===== config.mk =====
export PLATFORM = sky130hd
export DESIGN_NAME = uart_tx_frame
export DESIGN_NICKNAME = d
export VERILOG_FILES = /design/src/rtl/uart_pkg.sv /design/src/rtl/tx_bit_timer.sv /design/src/rtl/uart_tx_frame.sv
export SDC_FILE = /design/constraint.sdc
export NUM_CORES = 1
export LEC_CHECK = 0
export CAP_MARGIN = 30
export CORE_MARGIN = 5
export CORE_UTILIZATION = 48
export CTS_CLUSTER_DIAMETER = 50
export CTS_CLUSTER_SIZE = 28
export DETAILED_ROUTE_END_ITERATION = 10
export PLACE_DENSITY_LB_ADDON = 0.3
export REMOVE_ABC_BUFFERS = 1
export SLEW_MARGIN = 20
export SYNTH_ARGS = -nofsm -noshare
export SYNTH_HDL_FRONTEND = slang
export SYNTH_SLANG_ARGS = --single-unit

===== constraint.sdc =====
create_clock -name clk -period 1.55 [get_ports clk]
set_input_delay 0.3875 -clock clk [delete_from_list [all_inputs] [get_ports clk]]
set_output_delay 0.3875 -clock clk [all_outputs]
set_load 0.03 [all_outputs]

===== src/rtl/uart_pkg.sv =====
// Shared UART definitions: transmit FSM states, line levels and default timing.
// PARITY is always declared; it is only reachable when UART_TX_PARITY_EN is defined.
package uart_pkg;

  typedef enum logic [2:0] {
    IDLE   = 3'd0,
    START  = 3'd1,
    DATA   = 3'd2,
    PARITY = 3'd3,
    STOP   = 3'd4,
    DONE   = 3'd5
  } tx_state_t;

  localparam logic IDLE_LEVEL  = 1'b1;
  localparam logic START_LEVEL = 1'b0;
  localparam logic STOP_LEVEL  = 1'b1;

  localparam int DEFAULT_CLKS_PER_BIT = 10;
  localparam int DEFAULT_DATA_BITS    = 8;

  // Even parity over a zero-extended data word.
  function automatic logic even_parity(input logic [7:0] data);
    return ^data;
  endfunction

endpackage


===== src/rtl/tx_bit_timer.sv =====
// Bit-period timer for the UART transmitter: strobes on the last clock of each bit.
// It never wraps on its own; the owner clears it at every bit boundary.
module tx_bit_timer #(
  parameter int CLKS_PER_BIT = uart_pkg::DEFAULT_CLKS_PER_BIT
) (
  input  logic clk,
  input  logic n_rst,
  input  logic clear,
  input  logic enable,
  output logic bit_strobe
);

  localparam int TW = (CLKS_PER_BIT > 1) ? $clog2(CLKS_PER_BIT) : 1;
  localparam logic [TW-1:0] LAST = TW'(CLKS_PER_BIT - 1);

  logic [TW-1:0] count_q, count_d;

  always_comb begin
    if (clear) begin
      count_d = '0;
    end else if (enable) begin
      count_d = count_q + TW'(1);
    end else begin
      count_d = count_q;
    end
  end

  always_ff @(posedge clk or negedge n_rst) begin
    if (!n_rst) begin
      count_q <= '0;
    end else begin
      count_q <= count_d;
    end
  end

  assign bit_strobe = enable && (count_q == LAST);

endmodule


===== src/rtl/uart_tx_frame.sv =====
// UART frame transmitter: start bit, DATA_BITS data bits LSB first, stop bit.
// Define UART_TX_PARITY_EN to insert an even parity bit between data and stop.
module uart_tx_frame
  import uart_pkg::*;
#(
  parameter int CLKS_PER_BIT = DEFAULT_CLKS_PER_BIT,
  parameter int DATA_BITS    = DEFAULT_DATA_BITS
) (
  input  logic                 clk,
  input  logic                 n_rst,
  input  logic [DATA_BITS-1:0] tx_data,
  input  logic                 tx_start,
  output logic                 serial_out,
  output logic                 tx_busy,
  output logic                 tx_done
);

  localparam int CW = $clog2(DATA_BITS + 1);
  localparam logic [CW-1:0] LAST_BIT = CW'(DATA_BITS - 1);

  tx_state_t            state_q, state_d;
  logic [DATA_BITS-1:0] shift_q, shift_d;
  logic [CW-1:0]        bit_cnt_q, bit_cnt_d;
  logic                 serial_q, serial_d;
  logic                 busy_q, busy_d;
  logic                 done_q, done_d;
  logic                 accept, timer_en, timer_clear, bit_strobe;
`ifdef UART_TX_PARITY_EN
  logic                 parity_q, parity_d;
`endif

  assign accept      = tx_start && ((state_q == IDLE) || (state_q == DONE));
  assign timer_en    = (state_q != IDLE) && (state_q != DONE);
  assign timer_clear = !timer_en || bit_strobe;

  tx_bit_timer #(.CLKS_PER_BIT(CLKS_PER_BIT)) u_timer (
    .clk       (clk),
    .n_rst     (n_rst),
    .clear     (timer_clear),
    .enable    (timer_en),
    .bit_strobe(bit_strobe)
  );

  always_comb begin
    state_d   = state_q;
    shift_d   = shift_q;
    bit_cnt_d = bit_cnt_q;
`ifdef UART_TX_PARITY_EN
    parity_d  = parity_q;
`endif
    case (state_q)
      // DONE accepts a new request exactly like IDLE for gapless frames.
      IDLE, DONE: begin
        if (accept) begin
          state_d   = START;
          shift_d   = tx_data;
          bit_cnt_d = '0;
`ifdef UART_TX_PARITY_EN
          parity_d  = even_parity(8'(tx_data));
`endif
        end else begin
          state_d = IDLE;
        end
      end
      START: begin
        if (bit_strobe) begin
          state_d   = DATA;
          bit_cnt_d = '0;
        end else begin
          state_d = START;
        end
      end
      DATA: begin
        if (bit_strobe) begin
          shift_d   = shift_q >> 1;
          bit_cnt_d = bit_cnt_q + CW'(1);
          if (bit_cnt_q == LAST_BIT) begin
`ifdef UART_TX_PARITY_EN
            state_d = PARITY;
`else
            state_d = STOP;
`endif
          end else begin
            state_d = DATA;
          end
        end else begin
          state_d = DATA;
        end
      end
`ifdef UART_TX_PARITY_EN
      PARITY: begin
        if (bit_strobe) begin
          state_d = STOP;
        end else begin
          state_d = PARITY;
        end
      end
`endif
      STOP: begin
        if (bit_strobe) begin
          state_d = DONE;
        end else begin
          state_d = STOP;
        end
      end
      default: state_d = IDLE;
    endcase
  end

  // Outputs are a registered decode of the current state, so they trail it by one clock.
  always_comb begin
    serial_d = IDLE_LEVEL;
    busy_d   = 1'b0;
    done_d   = 1'b0;
    case (state_q)
      IDLE:  serial_d = IDLE_LEVEL;
      START: begin
        serial_d = START_LEVEL;
        busy_d   = 1'b1;
      end
      DATA: begin
        serial_d = shift_q[0];
        busy_d   = 1'b1;
      end
`ifdef UART_TX_PARITY_EN
      PARITY: begin
        serial_d = parity_q;
        busy_d   = 1'b1;
      end
`endif
      STOP: begin
        serial_d = STOP_LEVEL;
        busy_d   = 1'b1;
      end
      DONE: begin
        serial_d = STOP_LEVEL;
        done_d   = 1'b1;
      end
      default: serial_d = IDLE_LEVEL;
    endcase
  end

  always_ff @(posedge clk or negedge n_rst) begin
    if (!n_rst) begin
      state_q   <= IDLE;
      shift_q   <= '0;
      bit_cnt_q <= '0;
      serial_q  <= IDLE_LEVEL;
      busy_q    <= 1'b0;
      done_q    <= 1'b0;
    end else begin
      state_q   <= state_d;
      shift_q   <= shift_d;
      bit_cnt_q <= bit_cnt_d;
      serial_q  <= serial_d;
      busy_q    <= busy_d;
      done_q    <= done_d;
    end
  end

`ifdef UART_TX_PARITY_EN
  always_ff @(posedge clk or negedge n_rst) begin
    if (!n_rst) begin
      parity_q <= 1'b0;
    end else begin
      parity_q <= parity_d;
    end
  end
`endif

  assign serial_out = serial_q;
  assign tx_busy    = busy_q;
  assign tx_done    = done_q;

endmodule

==> implementation parameters <==
Parameter                              Value

Pwr
  Worst VDD drop    between 0.0005 and 0.0006 V
  Leakage component of the power    ~0.64 nW
  Ratio of total power to cell area    625.6 mW/mm^2

Critical path
  Longest individual stage delay on the worst path    440 ps
  Source of the critical timing path    state_q[0]
  Required time worst endpoint    1800 ps
  Depth of the worst register-to-register path    6
  Critical Path Fanout Max    8
  Crit path buf inv count    2
  Highest-delay cell along the critical path    dfrtp_1
  Gate family responsible for the most delay along the worst path    compound AO/OA/AOI/OAI gates
  Crit Reg-Reg Startpoint    state_q[0]
  Crit path kind    reg2reg
  Cell count along the critical path    6
  Type of element launching the critical path    flip-flop
  CP cell instances    buf_6 -> xor2_4 -> o32ai_4 -> buf_12 -> nor2_1 -> a31oi_1
  CP Capture Type    flip-flop
  Arrival time worst endpoint    about 1800 ps

Yosys
  Number of different library cells in the post-synthesis netlist    37
  Synth cell count leaders    21 x dfrtp_1, 19 x nand2_1, 10 x nor2_1
  Seq/Total Area, Yosys    between 40 and 50%
  Number of synthesized register bits    22
  Fraction of synthesized cell area taken by the top area cell type    a little under half
  Post-Syn Instances    around 110
  Most frequent cell after synthesis    dfrtp_1
  Netlist Area Pre-Place    ~0.0011 sq mm
  EDFF count, synth    0
  Post-synth ARST share    between 90% and 100%
  Post-Syn Area per Cell    10.08 sq um
  Count of warnings emitted by yosys    0
  Cell accounting for the most synthesized area    dfrtp_1
  Leading post-synthesis cells by cell area    dfrtp_1 46%, nand2_1 6.2%, a31oi_1 3.3%
  Top flip-flop cell by instance count after synthesis    dfrtp_1

Timing
  Final period utilization    101.1%
  Worst relative slew slack    between 70 and 80%
  Max-slew violations    0
  Shortest period the worst path allows    1567 ps
  Worst hold slack after final layout    409.3 ps
  Number of hold violations in the final report    0
  Setup repair after global routing missed its margin    true
  Final Skew    13.60 ps
  Worst setup margin    -17.45 ps
  Sum Neg Setup Slack    -17.45 ps
  Maximum achievable frequency    638.0 MHz
  Slew @ Worst Pin    317.0 ps
  Final-report setup violation count    1

GRT
  Busiest grt layer    met2
  Maximum number of pins on one net before global-route repair    23
  GRT overflow    0
  Met2 Use GR    26.81%
  Global-route met3 utilization    2.193%
  Met1 Track Usage GR    between 15 and 20%
  Gr usage total    15.21%
  Global-route wire length before repair    4084 microns
  Antenna violations before repair    0
  Vias in the first global route    980

Min path
  Min-delay worst type    in2async

Floorplanning
  Width of the chip    58.92 microns
  Standard-cell rows    17
  Placeable core area    0.002255 sq mm
  Initial Util    50.94%
  Top-Level Pins    14
  Area of the die    about 0.0035 sq mm
  Die outline height    a little under 60 microns

Finish
  Post-route core utilization    66.81%
  Area added between synthesis and finish    31.15%
  Layout cells sized above 1    29.08%
  Number of inserted filler cells in the final layout    about 190
  Total number of nets in the final design    156
  Antenna diode instance count    0

Detailed routing
  Drt first pass iters    4
  DRC viols    0
  Mean number of vias per cell    5.544
  Violation count after the first detailed-routing iteration    28
  Post-detailed-route count of antenna-violating nets    0
  Wire length after detailed routing    2538 microns
  Routed wirelength normalized by instance count    15.02 microns
  Via count    937

Place
  Count of buffers from port buffering    13
  Placed wire-length estimate after detailed placement    1725 microns
  Worst setup slack after placement    -198.7 ps
  Routability congestion estimate    0.7420

Clock tree
  CTS tree    done
  Number of buffers on the longest clock path    2
  Total number of clock tree sinks    22
  Root buffer cell    clkbuf_4
  Clock latency reported for the late side of the worst-skew pair    320 ps
  Number of buffers added by the clock tree synthesis step    3
  Clock Pin Slew Worst Setup and Hold Paths    130 ps
  Number of H-tree levels    1

Run status
  Violations in the final reports    negative setup slack
  Result of the run    complete, but fails checks

Run
  Max-cap violations    0
==> power by group <==
part           leakage (nW)  internal [mW]  switching [mW]  total (mW)
clock                0.0210          0.144           0.181       0.325
combinational         0.361         0.0259          0.0180      0.0439
sequential            0.255          0.574               0       0.574
==> metal layers <==
metal	routed length [microns]	up-vias
li1	-	443
met1	1033	470
met2	1376	21
met3	97	3
met4	30	0
met5	0	-
==> cells by family after synthesis <==
logic type | count (synthesis) | synth area share (%)
xor gates and xnor gates | 3 | 2.288
DFF | 22 | 48.04
adders and majority gates | 3 | 3.268
AOI/OAI and AO/OA | 25 | 16.78
buffers and inverters | 9 | 6.208
and+or+nand+nor | 52 | 23.42
==> what timing repair did <==
action,4_1_cts,5_1_grt
setup buffers,0,2
hold buffers,0,0
endpoints found under the setup margin,4,12
resized for setup,2,20
gates cloned,0,1
pin swaps,1,6
==> metrics by stage <==
step	power, mW	std cells	instance area (sq um)
2_1_floorplan	0.5875	109	1092
3_3_place_gp	0.6281	162	1358
3_5_place_dp	0.6285	162	1358
4_1_cts	0.9457	166	1391
5_1_grt	0.9710	169	1506
6_report	0.9424	169	1506
==> placed cells by master (no fill, tap or decap), drive strengths merged, types with 2 or more instances in the layout <==
master,n
nand2,19
ha,3
nand2b,4
a21oi,2
nor3,2
a31oi,7
dlygate4sd2,2
xor2,2
nor2b,3
clkdlybuf4s50,10
a311oi,2
inv,4
o21ai,7
buf,15
dfrtp,21
nor2,12
clkbuf,5
nand3,4
a21o,2
nor3b,2
nand3b,2
==> worst register-to-register path, delay by kind of cell (launching register included) <==
family	cells	cell delay [ps]
AND/OR/NAND/NOR	1	50
flip-flops	1	440
AO/OA/AOI/OAI	2	510
XOR/XNOR	1	160
buffers and inverters	2	340
==> final timing paths <==
check / to / slack, ps
worst max-delay path: shift_q[1] / -20
worst min-delay path: shift_q[1] / 410
max in group asynchronous: serial_out / 850
min in group clk: bit_cnt_q[3] / 540
worst min register to register: bit_cnt_q[3] / 540
worst max register to register: shift_q[1] / -20
==> final cells by class <==
type / count / area (sq um) / share of cell area (%)
clock buffer: 4 / 36.28 / 2.409
inverter: 4 / 15.01 / 0.9967
multi-input combinational: 83 / 593.1 / 39.37
sequential: 22 / 551.8 / 36.63
tap: 28 / 35.03 / 2.326
timing repair buffer: 28 / 275.3 / 18.27
==> state kept, by name, indices dropped and copies added, names as in the netlist <==
signal and count:
bit_cnt_q 4, serial_out 1, shift_q 8, state_q 3, tx_busy 1, tx_done 1, u_timer.count_q 4
(Power assumes the default switching activity.)
